`src/rtl/mem_access_stage_pkg.sv`:
```
// ==========================================================================
// mem_access_stage_pkg : load/store codes, FSM states and pipeline records
// Revision 1.0
// ==========================================================================
`default_nettype none

package mem_access_stage_pkg;

   localparam logic [2:0] LOAD_LB  = 3'b000;
   localparam logic [2:0] LOAD_LH  = 3'b001;
   localparam logic [2:0] LOAD_LW  = 3'b010;
   localparam logic [2:0] LOAD_LBU = 3'b100;
   localparam logic [2:0] LOAD_LHU = 3'b101;
   localparam logic [2:0] LOAD_DEF = 3'b111;

   localparam logic [1:0] STORE_SB  = 2'b00;
   localparam logic [1:0] STORE_SH  = 2'b01;
   localparam logic [1:0] STORE_SW  = 2'b10;
   localparam logic [1:0] STORE_DEF = 2'b11;

   localparam logic [31:0] ZERO_32BIT = 32'h0000_0000;

   typedef enum logic {
      MEM_IDLE   = 1'b0,
      MEM_ACCESS = 1'b1
   } mem_state_e;

   typedef struct packed {
      logic [31:0] alu;
      logic [31:0] op2;
      logic [4:0]  rd;
      logic        wb_reg_file;
      logic        mem_read;
      logic        mem_write;
      logic [2:0]  load_type;
      logic [1:0]  store_type;
   } ex_mem_t;

   typedef struct packed {
      logic [31:0] data;
      logic [4:0]  rd;
      logic        reg_file;
      logic        misaligned;
      logic        bus_error;
   } mem_wb_t;

   // Words need addr[1:0]==0, halfwords need addr[0]==0; bytes never fault.
   function automatic logic access_misaligned(
      input logic       is_load,
      input logic [2:0] load_type,
      input logic [1:0] store_type,
      input logic [1:0] addr_lo
   );
      logic mis;
      mis = 1'b0;
      if (is_load) begin
         if (load_type == LOAD_LW)
            mis = (addr_lo != 2'b00);
         else if ((load_type == LOAD_LH) || (load_type == LOAD_LHU))
            mis = addr_lo[0];
      end else begin
         if (store_type == STORE_SW)
            mis = (addr_lo != 2'b00);
         else if (store_type == STORE_SH)
            mis = addr_lo[0];
      end
      return mis;
   endfunction

endpackage

`default_nettype wire

```
`src/rtl/mem_lane_align.sv`:
```
// ==========================================================================
// mem_lane_align : byte-lane steering for stores, lane select/extension for loads
// Revision 1.0
// ==========================================================================
`default_nettype none

module mem_lane_align
   import mem_access_stage_pkg::*;
(
   input  logic        is_load_i,
   input  logic [2:0]  load_type_i,
   input  logic [1:0]  store_type_i,
   input  logic [1:0]  addr_lo_i,
   input  logic [31:0] store_data_i,
   input  logic [31:0] rdata_i,
   output logic [3:0]  be_o,
   output logic [31:0] wdata_o,
   output logic [31:0] load_data_o,
   output logic        misaligned_o
);

   logic [7:0]  w_byte;
   logic [15:0] w_half;

   always_comb begin
      case (addr_lo_i)
         2'd0:    w_byte = rdata_i[7:0];
         2'd1:    w_byte = rdata_i[15:8];
         2'd2:    w_byte = rdata_i[23:16];
         default: w_byte = rdata_i[31:24];
      endcase
      w_half = addr_lo_i[1] ? rdata_i[31:16] : rdata_i[15:0];

      case (load_type_i)
         LOAD_LB:  load_data_o = {{24{w_byte[7]}}, w_byte};
         LOAD_LBU: load_data_o = {24'h0, w_byte};
         LOAD_LH:  load_data_o = {{16{w_half[15]}}, w_half};
         LOAD_LHU: load_data_o = {16'h0, w_half};
         default:  load_data_o = rdata_i;
      endcase
   end

   // Store data is replicated across lanes so the enables alone pick the target bytes.
   always_comb begin
      be_o    = 4'b0000;
      wdata_o = ZERO_32BIT;
      if (!is_load_i) begin
         case (store_type_i)
            STORE_SB: begin
               be_o    = 4'b0001 << addr_lo_i;
               wdata_o = {4{store_data_i[7:0]}};
            end
            STORE_SH: begin
               be_o    = addr_lo_i[1] ? 4'b1100 : 4'b0011;
               wdata_o = {2{store_data_i[15:0]}};
            end
            STORE_SW: begin
               be_o    = 4'b1111;
               wdata_o = store_data_i;
            end
            default: begin
               be_o    = 4'b0000;
               wdata_o = ZERO_32BIT;
            end
         endcase
      end
   end

   assign misaligned_o = access_misaligned(is_load_i, load_type_i, store_type_i, addr_lo_i);

endmodule

`default_nettype wire

```
`src/rtl/mem_access_stage.sv`:
```
// ==========================================================================
// mem_access_stage : EX/MEM and MEM/WB registers with a single-outstanding dmem access
// Revision 1.0
// ==========================================================================
`default_nettype none

module mem_access_stage
   import mem_access_stage_pkg::*;
#(
   parameter int TIMEOUT_CYCLES = 16,
   parameter int XLEN           = 32
)(
   input  logic            clk,
   input  logic            rst,
   input  logic [XLEN-1:0] ex_result_alu,
   input  logic [XLEN-1:0] ex_op2_selected,
   input  logic [4:0]      ex_wb_rd,
   input  logic            ex_wb_reg_file,
   input  logic            ex_mem_read,
   input  logic            ex_mem_write,
   input  logic [2:0]      ex_load_type,
   input  logic [1:0]      ex_store_type,
   input  logic            ex_flush,
   output logic            dmem_req,
   output logic            dmem_we,
   output logic [XLEN-1:0] dmem_addr,
   output logic [XLEN-1:0] dmem_wdata,
   output logic [3:0]      dmem_be,
   input  logic [XLEN-1:0] dmem_rdata,
   input  logic            dmem_ack,
   output logic            mem_stall,
   output logic [XLEN-1:0] data_forward_mem,
   output logic [4:0]      mem_rd,
   output logic            mem_reg_file,
   output logic [XLEN-1:0] wb_data,
   output logic [4:0]      wb_rd,
   output logic            wb_reg_file,
   output logic            misaligned_exc,
   output logic            bus_error
);

   localparam int               CNT_W    = $clog2(TIMEOUT_CYCLES + 1);
   localparam logic [CNT_W-1:0] CNT_LAST = CNT_W'(TIMEOUT_CYCLES - 1);

   mem_state_e       state_q, state_d;
   logic [CNT_W-1:0] cnt_q, cnt_d;
   ex_mem_t          ex_mem_q, ex_mem_d;
   mem_wb_t          mem_wb_q, mem_wb_d;

   logic        w_ex_is_load, w_ex_is_store, w_cap_mem_op, w_timeout;
   logic        w_is_load_q, w_is_store_q, w_mem_op_q, w_wbe_q, w_mis_q;
   logic [3:0]  w_be;
   logic [31:0] w_wdata, w_load_data;

   // Both read and write set is treated as a load; DEF codes fall through as ALU ops.
   assign w_ex_is_load  = ex_mem_read && (ex_load_type != LOAD_DEF);
   assign w_ex_is_store = ex_mem_write && !ex_mem_read && (ex_store_type != STORE_DEF);
   assign w_cap_mem_op  = !mem_stall && !ex_flush && (w_ex_is_load || w_ex_is_store) &&
                          !access_misaligned(w_ex_is_load, ex_load_type, ex_store_type,
                                             ex_result_alu[1:0]);

   assign w_is_load_q  = ex_mem_q.mem_read && (ex_mem_q.load_type != LOAD_DEF);
   assign w_is_store_q = ex_mem_q.mem_write && !ex_mem_q.mem_read &&
                         (ex_mem_q.store_type != STORE_DEF);
   assign w_mem_op_q   = w_is_load_q || w_is_store_q;
   assign w_wbe_q      = ex_mem_q.wb_reg_file && (ex_mem_q.rd != 5'd0);

   mem_lane_align u_lane (
      .is_load_i    (w_is_load_q),
      .load_type_i  (ex_mem_q.load_type),
      .store_type_i (ex_mem_q.store_type),
      .addr_lo_i    (ex_mem_q.alu[1:0]),
      .store_data_i (ex_mem_q.op2),
      .rdata_i      (dmem_rdata),
      .be_o         (w_be),
      .wdata_o      (w_wdata),
      .load_data_o  (w_load_data),
      .misaligned_o (w_mis_q)
   );

   always_comb begin
      state_d   = state_q;
      cnt_d     = cnt_q;
      w_timeout = 1'b0;
      case (state_q)
         MEM_IDLE: begin
            if (w_cap_mem_op) begin
               state_d = MEM_ACCESS;
               cnt_d   = '0;
            end
         end
         MEM_ACCESS: begin
            if (dmem_ack) begin
               state_d = w_cap_mem_op ? MEM_ACCESS : MEM_IDLE;
               cnt_d   = '0;
            end else if (cnt_q == CNT_LAST) begin
               state_d   = MEM_IDLE;
               w_timeout = 1'b1;
            end else begin
               cnt_d = cnt_q + 1'b1;
            end
         end
         default: state_d = MEM_IDLE;
      endcase
   end

   always_comb begin
      ex_mem_d = ex_mem_q;
      if (!mem_stall) begin
         if (ex_flush) begin
            ex_mem_d = '0;
         end else begin
            ex_mem_d.alu         = ex_result_alu;
            ex_mem_d.op2         = ex_op2_selected;
            ex_mem_d.rd          = ex_wb_rd;
            ex_mem_d.wb_reg_file = ex_wb_reg_file;
            ex_mem_d.mem_read    = ex_mem_read;
            ex_mem_d.mem_write   = ex_mem_write;
            ex_mem_d.load_type   = ex_load_type;
            ex_mem_d.store_type  = ex_store_type;
         end
      end
   end

   // A mem op seen in IDLE was either misaligned or already aborted by timeout: no write-back.
   always_comb begin
      mem_wb_d           = '0;
      mem_wb_d.bus_error = w_timeout;
      if (!mem_stall) begin
         mem_wb_d.rd = ex_mem_q.rd;
         if (state_q == MEM_ACCESS) begin
            mem_wb_d.data     = w_load_data;
            mem_wb_d.reg_file = w_is_load_q && w_wbe_q;
         end else if (w_mem_op_q) begin
            mem_wb_d.misaligned = w_mis_q;
         end else begin
            mem_wb_d.data     = ex_mem_q.alu;
            mem_wb_d.reg_file = w_wbe_q;
         end
      end
   end

   always_ff @(posedge clk or posedge rst) begin
      if (rst) begin
         state_q  <= MEM_IDLE;
         cnt_q    <= '0;
         ex_mem_q <= '0;
         mem_wb_q <= '0;
      end else begin
         state_q  <= state_d;
         cnt_q    <= cnt_d;
         ex_mem_q <= ex_mem_d;
         mem_wb_q <= mem_wb_d;
      end
   end

   assign dmem_req   = (state_q == MEM_ACCESS);
   assign dmem_we    = dmem_req && w_is_store_q;
   assign dmem_addr  = dmem_req ? {ex_mem_q.alu[31:2], 2'b00} : ZERO_32BIT;
   assign dmem_wdata = dmem_req ? w_wdata : ZERO_32BIT;
   assign dmem_be    = dmem_req ? w_be : 4'b0000;
   assign mem_stall  = (state_q == MEM_ACCESS) && !dmem_ack;

   assign data_forward_mem = ex_mem_q.alu;
   assign mem_rd           = ex_mem_q.rd;
   assign mem_reg_file     = w_wbe_q;

   assign wb_data        = mem_wb_q.data;
   assign wb_rd          = mem_wb_q.rd;
   assign wb_reg_file    = mem_wb_q.reg_file;
   assign misaligned_exc = mem_wb_q.misaligned;
   assign bus_error      = mem_wb_q.bus_error;

endmodule

`default_nettype wire
```
`config.mk`:
```
export PLATFORM = sky130hd
export DESIGN_NAME = mem_access_stage
export DESIGN_NICKNAME = d
export VERILOG_FILES = /design/src/rtl/mem_access_stage_pkg.sv /design/src/rtl/mem_lane_align.sv /design/src/rtl/mem_access_stage.sv
export SDC_FILE = /design/constraint.sdc
export NUM_CORES = 1
export LEC_CHECK = 0
export ABC_AREA = 0
export BUFFER_PORTS_ARGS = -buffer_cell sky130_fd_sc_hd__buf_4
export CAP_MARGIN = 5
export CORE_AREA = 2 2 183 113
export DETAILED_ROUTE_END_ITERATION = 12
export DIE_AREA = 0 0 185 115
export SKIP_LAST_GASP = 1
export SYNTH_ARGS = -nofsm -noshare
export SYNTH_HDL_FRONTEND = slang
export SYNTH_SLANG_ARGS = --single-unit
```
`constraint.sdc`:
```
create_clock -name clk -period 6 [get_ports clk]
set_input_delay 0.6 -clock clk [delete_from_list [all_inputs] [get_ports clk]]
set_output_delay 0.6 -clock clk [all_outputs]
set_load 0.02 [all_outputs]
```
=== Word level (Yosys, flattened, before mapping) ===
Index checks and enable logic that the tools add are counted.

* Flip-flop bits (word level): 123
* Bits of input ports: 113
* Output and inout bits: 149
* Word-level logic and storage cells: 108

* Add/sub/neg operators: 1
* Equal/unequal tests: 20
* Shift-type cells: 1
* Muxes and demuxes: 40
* Bitwise gates (word level): 1
* Reductions and logical operators: 30

{| class="wikitable"
|+ Operators with widths
! kind !! count
|-
| 32-bit two-way mux || 5
|-
| 32-bit one-hot mux with 4 select lines || 1
|-
| 32-bit one-hot mux with 3 select lines || 1
|-
| 77-bit two-way mux || 1
|-
| 39-bit two-way mux || 1
|-
| 8-bit one-hot mux with 3 select lines || 1
|-
| 1-bit two-way mux || 20
|-
| 16-bit two-way mux || 1
|-
| 5-bit two-way mux || 3
|-
| 1-bit logical AND || 13
|-
| 4-bit two-way mux || 3
|-
| 4-bit one-hot mux with 3 select lines || 1
|-
| 5-bit one-hot mux with 2 select lines || 1
|-
| 3-bit == test (second input constant) || 3
|-
| 3-bit inequality test (second input constant) || 3
|-
| 2-bit by 1-bit == test with 1-bit output (second input constant) || 3
|-
| 2-bit == test (second input constant) || 3
|-
| 3-bit by 1-bit == test with 1-bit output (second input constant) || 2
|-
| 3-bit by 2-bit == test with 1-bit output (second input constant) || 2
|-
| 1-bit zero test || 6
|-
| 2-bit inequality test (second input constant) || 3
|-
| 5-bit by 1-bit adder with 5-bit output (second input constant) || 1
|-
| 5-bit by 4-bit == test with 1-bit output (second input constant) || 1
|-
| 5-bit nonzero test || 1
|-
| other kinds (8) || 13
|}

=== Depth between registers and ports, before layout ===
Gate-level depths: netlist (run 1).

* Depth after elaboration: 10
* Mapped depth: 7
* Depth with buffers taken out: 7

=== Cells and area by module ===
A second synthesis (run 1) with hierarchy kept.

* Cell total of the unflattened synthesis: 813
* Area, all modules: 7036.7 um2

{| class="wikitable"
|+ Modules (own cells, without submodules)
! module !! instances !! cells each !! area each (um2) !! sequential area each (um2)
|-
| mem_access_stage || 1 || 591 || 5657.9 || 3078.0
|-
| mem_lane_align || 1 || 222 || 1378.8 || 0.0
|}

=== Worst setup path after synthesis (run 1) ===
Ideal clock, no wire load.

* Path kind: register -> output
* Start: register ex_mem_q[3] (netlist bit)
* End: output dmem_wdata[0]
* Arrival time: 1583 ps
* Data required time: 5400 ps
* Setup slack: 3817 ps
* Cell stages (with the launch flop): 8
* Buffers on the path: 3
* Cell sequence: dfrtp_1 -> buf_4 -> nand3_1 -> a21bo_2 -> clkbuf_1 -> a21oi_1 -> clkbuf_1 -> and2_1

* Cells in the longest elaborated chain, start to end: 4

{| class="wikitable"
|+ RTL lines
! element !! RTL line !! text
|-
| start, declared || mem_access_stage.sv:47 || <nowiki>ex_mem_t ex_mem_q, ex_mem_d;</nowiki>
|-
| start signal, assigned || mem_access_stage.sv:152 || <nowiki>ex_mem_q <= ex_mem_d;</nowiki>
|-
| 3-bit inequality test || mem_access_stage.sv:62 || <nowiki>assign w_is_load_q = ex_mem_q.mem_read && (ex_mem_q.load_type != LOAD_DEF);</nowiki>
|-
| 1-bit logical AND || mem_access_stage.sv:62 ||
|-
| 32-bit two-way mux || mem_lane_align.sv:47 || <nowiki>if (!is_load_i) begin</nowiki>
|-
| 32-bit two-way mux || mem_access_stage.sv:160 || <nowiki>assign dmem_wdata = dmem_req ? w_wdata : ZERO_32BIT;</nowiki>
|-
| end, declared || mem_access_stage.sv:27 || <nowiki>output logic [XLEN-1:0] dmem_wdata,</nowiki>
|}

Every way passes these cells.

=== Worst setup path after layout (run 1) ===
* Start: register ex_mem_q[2] (netlist bit)
* End: output dmem_wdata[6]

The elaborated chain is that of the path after synthesis.

==> results of run 1 <==
==> through the flow <==
| step | instance area, um^2 | std cells | total power, W | hold slack, ns |
|---|---|---|---|---|
| 3_5_place_dp | 8560 | 1186 | 0.00171 | 0.451 |
| 2_1_floorplan | 6740 | 744 | 0.00143 | 0.431 |
| 6_report | 9190 | 1218 | 0.00280 | 0.333 |
| 4_1_cts | 9190 | 1218 | 0.00283 | 0.361 |
| 5_1_grt | 9190 | 1218 | 0.00293 | 0.389 |
| 3_3_place_gp | 8560 | 1186 | 0.00170 | 0.446 |
==> flip-flops by register name (all words and copies together) (netlist names) <==
name and count:
cnt_q 5, bus_error 1, wb_reg_file 1, misaligned_exc 1, ex_mem_q 40, wb_data 32
wb_rd 5, dmem_req 1, data_forward_mem 32, mem_rd 5
==> cell type report <==
type                    count  area [um^2]  area share [%]
clock buffers              18          439            4.78
clock inverters            14          194            2.11
inverters                   6         27.5           0.299
multi-input cells         518         3110            33.9
flip-flops and latches    123         3080            33.5
well taps                 273          342            3.72
repair buffers            266         2000            21.7
==> cells in the final DEF (no fill, tap or decap), types with 2 or more instances in the layout <==
master | netlist | layout
sky130_fd_sc_hd__nor2b_1 | 19 | 19
sky130_fd_sc_hd__clkinvlp_4 | 0 | 5
sky130_fd_sc_hd__inv_1 | 5 | 4
sky130_fd_sc_hd__nor3b_1 | 4 | 4
sky130_fd_sc_hd__o22ai_1 | 11 | 11
sky130_fd_sc_hd__o21ai_0 | 5 | 5
sky130_fd_sc_hd__a221o_2 | 10 | 10
sky130_fd_sc_hd__a221o_1 | 6 | 6
sky130_fd_sc_hd__and3_1 | 3 | 3
sky130_fd_sc_hd__a21oi_1 | 33 | 33
sky130_fd_sc_hd__nor2_1 | 39 | 39
sky130_fd_sc_hd__nand3_1 | 5 | 5
sky130_fd_sc_hd__a2bb2oi_1 | 16 | 16
sky130_fd_sc_hd__o21a_1 | 4 | 4
sky130_fd_sc_hd__a211oi_1 | 14 | 14
sky130_fd_sc_hd__o211ai_1 | 4 | 4
sky130_fd_sc_hd__and2_1 | 45 | 45
sky130_fd_sc_hd__conb_1 | 1 | 2
sky130_fd_sc_hd__mux2_2 | 16 | 16
sky130_fd_sc_hd__nand2_1 | 169 | 169
sky130_fd_sc_hd__inv_6 | 0 | 3
sky130_fd_sc_hd__a22oi_1 | 2 | 2
sky130_fd_sc_hd__bufinv_16 | 0 | 4
sky130_fd_sc_hd__clkbuf_16 | 0 | 17
sky130_fd_sc_hd__a21bo_2 | 2 | 2
sky130_fd_sc_hd__ha_1 | 2 | 2
sky130_fd_sc_hd__clkinv_2 | 0 | 2
sky130_fd_sc_hd__nand3b_1 | 77 | 77
sky130_fd_sc_hd__nand2b_1 | 7 | 6
sky130_fd_sc_hd__mux2i_1 | 6 | 6
sky130_fd_sc_hd__buf_4 | 40 | 266
sky130_fd_sc_hd__dfrtp_1 | 123 | 122
sky130_fd_sc_hd__a21oi_2 | 2 | 2
==> logic make-up after synthesis <==
logic type | count (synthesis)
and+or+nand+nor | 374
DFF | 123
AOI/OAI and AO/OA | 117
buffers and inverters | 103
muxes | 23
adders and majority gates | 2
other | 1
==> per-layer routing <==
| layer | vias to the layer above | wire (um) |
|---|---|---|
| met5 | - | 0 |
| met3 | 10 | 2060 |
| li1 | 2873 | - |
| met4 | 0 | 170 |
| met1 | 2924 | 11400 |
| met2 | 228 | 9150 |
==> path summary, 6_finish.rpt <==
path                                   endpoint  cells after the start
max                               dmem_wdata[6]                      5
min                        data_forward_mem[22]                      2
max reg2reg                         wb_data[26]                      4
min reg2reg                         ex_mem_q[5]                      2
max in group asynchronous          ex_mem_q[25]                      3
min in group clk           data_forward_mem[17]                      3
==> where the power goes <==
part	internal [W]	switching (W)	total, W
clock network	0.000707	0.000398	0.00110
logic	0.000295	0.000385	0.000680
registers	0.000923	0.0000877	0.00101
==> reports/summary.txt, run 1 <==
FINAL LAYOUT
-----------------------------------------------------------------------------------------------------------------
Total of fill cells in the finished design                                                                   1892
Number of diodes added for antenna fixing                                                                       0
Post-layout utilization of the core                                                                         46.8%
Share of final-layout standard cells stronger than drive strength 1                                         35.6%
Final net count                                                                                              1047
Synth-to-layout area growth                                                                                 36.5%

CTS
-----------------------------------------------------------------------------------------------------------------
Hold bufs inserted after CTS                                                                                    0
Maximum count of clock buffers along a single path                                                              2
Number of CTS-inserted buffers                                                                                 17
CTS Root Buffer Type                                                                                 sky130_fd_sc_hd__clkbuf_16
Number of buffers inserted by post-CTS setup repair                                                             0
Clock Pin Slew Worst Setup and Hold Paths                                                                 0.06 ns
CTS tree                                                                                                    built
Count of instances resized after the clock tree is built                                                        0
Num Clock Sinks                                                                                               123
H-tree depth                                                                                                    4
Clock insertion delay at the later pin of the skew report                                                 0.42 ns

SYNTH
-----------------------------------------------------------------------------------------------------------------
Number of standard cells after synthesis                                                                      743
Netlist cell types                                                                                             48
Main combinational cell family by area after synthesis                                               simple AND/OR/NAND/NOR gates
Mean instance size in the synthesized netlist                                                           9.06 um^2
Synth top cells by count                                                                             sky130_fd_sc_hd__nand2_1 (169), sky130_fd_sc_hd__dfrtp_1 (123), sky130_fd_sc_hd__nand3b_1 (77)
Most repeated cell in the gate-level netlist after synthesis                                         sky130_fd_sc_hd__nand2_1
Synth Register Bits                                                                                           123
Number of flops mapped to enable cells by yosys                                                                 0
Cell types occupying the most area after synthesis                                                   sky130_fd_sc_hd__dfrtp_1 (46%), sky130_fd_sc_hd__nand2_1 (9.4%), sky130_fd_sc_hd__nand3b_1 (8.6%), sky130_fd_sc_hd__buf_4 (4.5%), sky130_fd_sc_hd__and2_1 (4.2%)
Async set-reset flop share out of synthesis                                                                  100%
Area of the mapped netlist                                                                              6740 um^2
Predominant post-synthesis flop cell                                                                 sky130_fd_sc_hd__dfrtp_1
Top cell type by total area after synthesis                                                          sky130_fd_sc_hd__dfrtp_1
Synthesized-area fraction occupied by ao, oa, aoi and oai cells                                             13.1%
Sequential fraction of the synthesis area                                                                   45.7%
Fraction of the mapped netlist area in simple logic gates                                                   28.6%
Multiplexer share of the synthesized area                                                                   3.90%
Synth top area share                                                                                        45.7%
Warnings from Yosys                                                                                             0
Arithmetic-cell share of the synthesized area counting full adders, half adders and majority gates         0.372%
Post-Synth XOR/XNOR Area                                                                                       0%

ROUTING
-----------------------------------------------------------------------------------------------------------------
Vias per inst                                                                                                4.95
Routed wire length                                                                                       22800 um
Average wire per standard cell                                                                            18.7 um
Final routed DRC violation total                                                                                0
Number of vias after detailed routing                                                                        6035
TritonRoute pass-1 iters                                                                                        5
1st-iter DRT viols                                                                                            476
Count of nets left with antenna violations after detail routing                                                 0

WORST SETUP PATH
-----------------------------------------------------------------------------------------------------------------
Largest stage delay, worst path                                                                           0.64 ns
Type of destination of the critical path                                                               output pin
WP buf/inv                                                                                                      1
Largest fanout of any net on the critical path                                                                 26
Worst path cell trace                                                                                nand3_1 > a21bo_2 > a21oi_1 > and2_1 > buf_4
Startpoint of the most critical setup path                                                            ex_mem_q[2]
Data required time at the worst endpoint                                                                  5.40 ns
Slowest CP cell                                                                                      sky130_fd_sc_hd__dfrtp_1
Critical path data arrival time                                                                           2.61 ns
Critical Path Start Type                                                                                     flop
Crit Path Category                                                                                     reg -> out
Worst reg2reg setup slack                                                                                 3.45 ns
Critical R2R Launch                                                                                  data_forward_mem[1]
Crit path max-delay family                                                                           compound AO/OA/AOI/OAI gates

FLOORPLAN
-----------------------------------------------------------------------------------------------------------------
Vertical die dimension                                                                                     115 um
Area of the core region                                                                                19600 um^2
Area of the die                                                                                        21300 um^2
Placement row count                                                                                            40
Count of boundary I/O pins                                                                                    262
Die X                                                                                                      185 um
Initial Util                                                                                                34.3%

PLACED DESIGN
-----------------------------------------------------------------------------------------------------------------
Gp weighted congestion                                                                                      0.810
Worst Setup Slack post-DPL                                                                                3.21 ns
Total of buffers placed on input and output ports                                                             259
Post-DP HPWL                                                                                             16000 um

GRT
-----------------------------------------------------------------------------------------------------------------
Maximum number of pins on one net before global-route repair                                                   87
GR met3 Demand/Resource                                                                                     7.79%
Global-route wire length before repair                                                                   34700 um
Antenna violations before repair                                                                                0
Met1 track utilization from global routing                                                                  33.2%
Gr busiest metal                                                                                             met1
Via count of the first global-routing pass                                                                   5777
Global route overflow                                                                                           0
Met2 track demand over resource in global routing                                                           29.1%
Aggregate global-route resource usage                                                                       21.8%

FLOW RUN
-----------------------------------------------------------------------------------------------------------------
Max-cap check violation count                                                                                   0

TIMING
-----------------------------------------------------------------------------------------------------------------
Final number of setup-violating endpoints                                                                       0
Max transition margin                                                                                       33.4%
Final number of max-transition violations                                                                       0
Number of hold-slack violations in the final timing report                                                      0
Largest clock skew in the final design                                                                 0.00762 ns
Min Tclk post-route                                                                                       3.21 ns
Slew @ Worst Pin                                                                                         0.999 ns
Peak clock frequency supported by timing                                                                  311 MHz
Final Worst Setup Slack                                                                                   2.79 ns
Tcrit/Tclk final                                                                                            53.6%
Setup tns final                                                                                              0 ns
Unrepaired setup endpoints after global routing                                                                no

WORST HOLD PATH
-----------------------------------------------------------------------------------------------------------------
Path class of the lowest-slack min-delay path                                                         in -> async

POWER AND IR DROP
-----------------------------------------------------------------------------------------------------------------
Pwr dens                                                                                              304 nW/um^2
Largest voltage drop on the vdd net                                                                      0.217 mV
Leakage                                                                                                   4.58 nW

STATUS
-----------------------------------------------------------------------------------------------------------------
Result of the run                                                                                       completed

Note: power is estimated with default switching activity, not from simulation.
==> run 2, diff against run 1 <==
==> constraint.sdc (replaced) <==
create_clock -name clk -period 3 [get_ports clk]
set_input_delay 0.3 -clock clk [delete_from_list [all_inputs] [get_ports clk]]
set_output_delay 0.3 -clock clk [all_outputs]
set_load 0.02 [all_outputs]
==> run 2 against run 1 <==
  * Global-route usage about the same
  * Via count up 1.5%
  * Power up 98%
  * Highest routed layer unchanged
  * Critical path depth unchanged
  * Worst setup slack worse by 2.4 ns
  * Final cell count up 0.49%
  * Largest cell class unchanged
  * Wire length up 0.54%
  * Critical path type unchanged
  * Non-clock buffer count up 6
  * Clock power up 93%
  * Sequential share of layout area down 0.15 points
  * Sequential power up 99%
==> reports/summary.txt, run 2 (synthesis results as in run 1) <==
FINAL LAYOUT
----------------------------------------------------------------------------------
Number of diodes added for antenna fixing                                        0
Most common cell after layout, fill and taps aside                    sky130_fd_sc_hd__buf_4
Synth-to-layout area growth                                                  37.1%
Footprint of the flip-flops and latches                                  3080 um^2
Total of fill cells in the finished design                                    1958
Final instance area                                                      9230 um^2
Total area of multi-input combinational cells                            3120 um^2
Highest-count cells in the layout ignoring fill and taps              sky130_fd_sc_hd__buf_4 (270), sky130_fd_sc_hd__nand2_1 (169), sky130_fd_sc_hd__dfrtp_1 (122)
Biggest register                                                          ex_mem_q
Final net count                                                               1053
Flip-flop count of the largest register, all copies and words added             40
Share of final-layout standard cells stronger than drive strength 1          36.0%

WORST SETUP PATH
----------------------------------------------------------------------------------
Endpoint of the most critical register-to-register path                 wb_data[5]
Critical path data arrival time                                            2.34 ns
Worst reg2reg setup slack                                                  0.83 ns
Length in cells of the worst reg-to-reg path                                     5
Largest fanout of any net on the critical path                                  26
Crit Path Category                                                      reg -> out
Critical R2R Launch                                                   data_forward_mem[1]
Critical Path Start Type                                                      flop
Type of destination of the critical path                                output pin
Data required time at the worst endpoint                                   2.70 ns

ROUTING
----------------------------------------------------------------------------------
Count of nets left with antenna violations after detail routing                  0
Average wire per standard cell                                             18.7 um
Vias per inst                                                                 5.01
TritonRoute pass-1 iters                                                         4
Routed wire length                                                        22900 um
1st-iter DRT viols                                                             496
Number of vias after detailed routing                                         6127
Final routed DRC violation total                                                 0

POWER AND IR DROP
----------------------------------------------------------------------------------
Fraction of power consumed by the clock network                              38.4%
Internal portion of total power                                          0.00379 W
Leakage                                                                    4.61 nW
Share of power burned in registers                                           36.3%
Sw frac                                                                      31.4%
Largest voltage drop on the vdd net                                       0.382 mV
Reported net switching power                                             0.00173 W
Pwr dens                                                               598 nW/um^2
Comb power frac                                                              25.3%

FLOORPLAN
----------------------------------------------------------------------------------
Initial Util                                                                 34.3%
Vertical die dimension                                                      115 um
Count of boundary I/O pins                                                     262
Area of the core region                                                 19600 um^2
Die X                                                                       185 um
Area of the die                                                         21300 um^2
Placement row count                                                             40

GRT
----------------------------------------------------------------------------------
Antenna violations before repair                                                 1
Via count of the first global-routing pass                                    5807
Global-route wire length before repair                                    34900 um
Maximum number of pins on one net before global-route repair                   124
Aggregate global-route resource usage                                        21.8%
Global route overflow                                                            0

TIMING
----------------------------------------------------------------------------------
Largest clock skew in the final design                                  0.00692 ns
Unrepaired setup endpoints after global routing                                 no
Slew @ Worst Pin                                                          0.994 ns
Number of hold-slack violations in the final timing report                       0
Max transition margin                                                        33.8%
Final number of setup-violating endpoints                                        0
Tcrit/Tclk final                                                             88.1%
Setup tns final                                                               0 ns
Peak clock frequency supported by timing                                   378 MHz
Final number of max-transition violations                                        0
Min Tclk post-route                                                        2.64 ns

CTS
----------------------------------------------------------------------------------
Clock insertion delay at the later pin of the skew report                  0.43 ns
CTS Root Buffer Type                                                  sky130_fd_sc_hd__clkbuf_16
H-tree depth                                                                     4
CTS tree                                                                     built
Number of buffers inserted by post-CTS setup repair                              0
Maximum count of clock buffers along a single path                               2
Hold bufs inserted after CTS                                                     0
Number of CTS-inserted buffers                                                  17
Clock Pin Slew Worst Setup and Hold Paths                                  0.06 ns
Count of instances resized after the clock tree is built                         0
Num Clock Sinks                                                                123

FLOW RUN
----------------------------------------------------------------------------------
Max-cap check violation count                                                    0

STATUS
----------------------------------------------------------------------------------
Result of the run                                                        completed

PLACED DESIGN
----------------------------------------------------------------------------------
Post-place instance area                                                 8630 um^2
Gp weighted congestion                                                       0.840
Post-DP HPWL                                                              16200 um
Total of buffers placed on input and output ports                              259

WORST HOLD PATH
----------------------------------------------------------------------------------
Path class of the lowest-slack min-delay path                          in -> async

[run 2: cell types whose count changed in the layout (fill, tap and decap cells not counted), moves of 2 or more]
cell | before | now
sky130_fd_sc_hd__buf_12 | 0 | 2
sky130_fd_sc_hd__clkinv_2 | 2 | 5
sky130_fd_sc_hd__buf_4 | 266 | 270
sky130_fd_sc_hd__inv_6 | 3 | 0
[run 2: metrics by stage]
| step | cells | setup slack (ns) | hold WS [ns] | total power (W) | utilization, % |
|---|---|---|---|---|---|
| 2_1_floorplan | 744 | 1.12 | 0.431 | 0.00286 | - |
| 6_report | 1224 | 0.356 | 0.0168 | 0.00553 | 47.1 |
| 5_1_grt | 1224 | 0.182 | 0.0950 | 0.00579 | 47.1 |
| 3_5_place_dp | 1192 | 0.637 | 0.451 | 0.00343 | 44.0 |
| 3_3_place_gp | 1192 | 0.712 | 0.448 | 0.00342 | 44.0 |
| 4_1_cts | 1224 | 0.160 | 0.0819 | 0.00558 | 47.0 |
[run 2: area by class of cell]
class | count | share of cell area [%]
clock inverters | 12 | 1.59
flip-flops and latches | 123 | 33.3
well taps | 273 | 3.70
clock buffers | 20 | 4.95
inverters | 6 | 0.285
multi-input cells | 518 | 33.8
repair buffers | 272 | 22.4
[run 2: worst max-delay path, stage by stage (launching register included)]
cell and delay (ns):
sky130_fd_sc_hd__dfrtp_1 0.53, sky130_fd_sc_hd__nand3_1 0.20, sky130_fd_sc_hd__a21bo_2 0.43, sky130_fd_sc_hd__a21oi_2 0.40, sky130_fd_sc_hd__nor2b_1 0.20, sky130_fd_sc_hd__buf_4 0.15
[run 2: power by group through the flow]
stage / logic, W / registers, W / clock network (W)
after detailed placement: 0.00140 / 0.00203 / 0
after global placement: 0.00139 / 0.00202 / 0
after CTS: 0.00141 / 0.00200 / 0.00217
after floorplan: 0.000790 / 0.00207 / 0
after global routing: 0.00152 / 0.00203 / 0.00224
final: 0.00140 / 0.00201 / 0.00212
[run 2: worst max-delay path by stage]
stage           startpoint             to  depth (start not counted)
3_5_place_dp   ex_mem_q[3]     dmem_be[0]                          5
2_1_floorplan  ex_mem_q[3]  dmem_wdata[0]                          7
5_1_grt        ex_mem_q[3]     dmem_be[2]                          5
4_1_cts        ex_mem_q[3]     dmem_be[0]                          5
6_report       ex_mem_q[3]     dmem_be[0]                          5
3_3_place_gp   ex_mem_q[3]     dmem_be[2]                          5
[run 2: layer usage]
| metal | vias up | part of all wire (%) | GRT usage (%) |
|---|---|---|---|
| li1 | 2884 | - | - |
| met1 | 2985 | 51 | 34.0 |
| met2 | 237 | 40 | 29.2 |
| met3 | 21 | 7.7 | 5.70 |
| met4 | 0 | 1.4 | 5.98 |
| met5 | - | 0 | 0 |
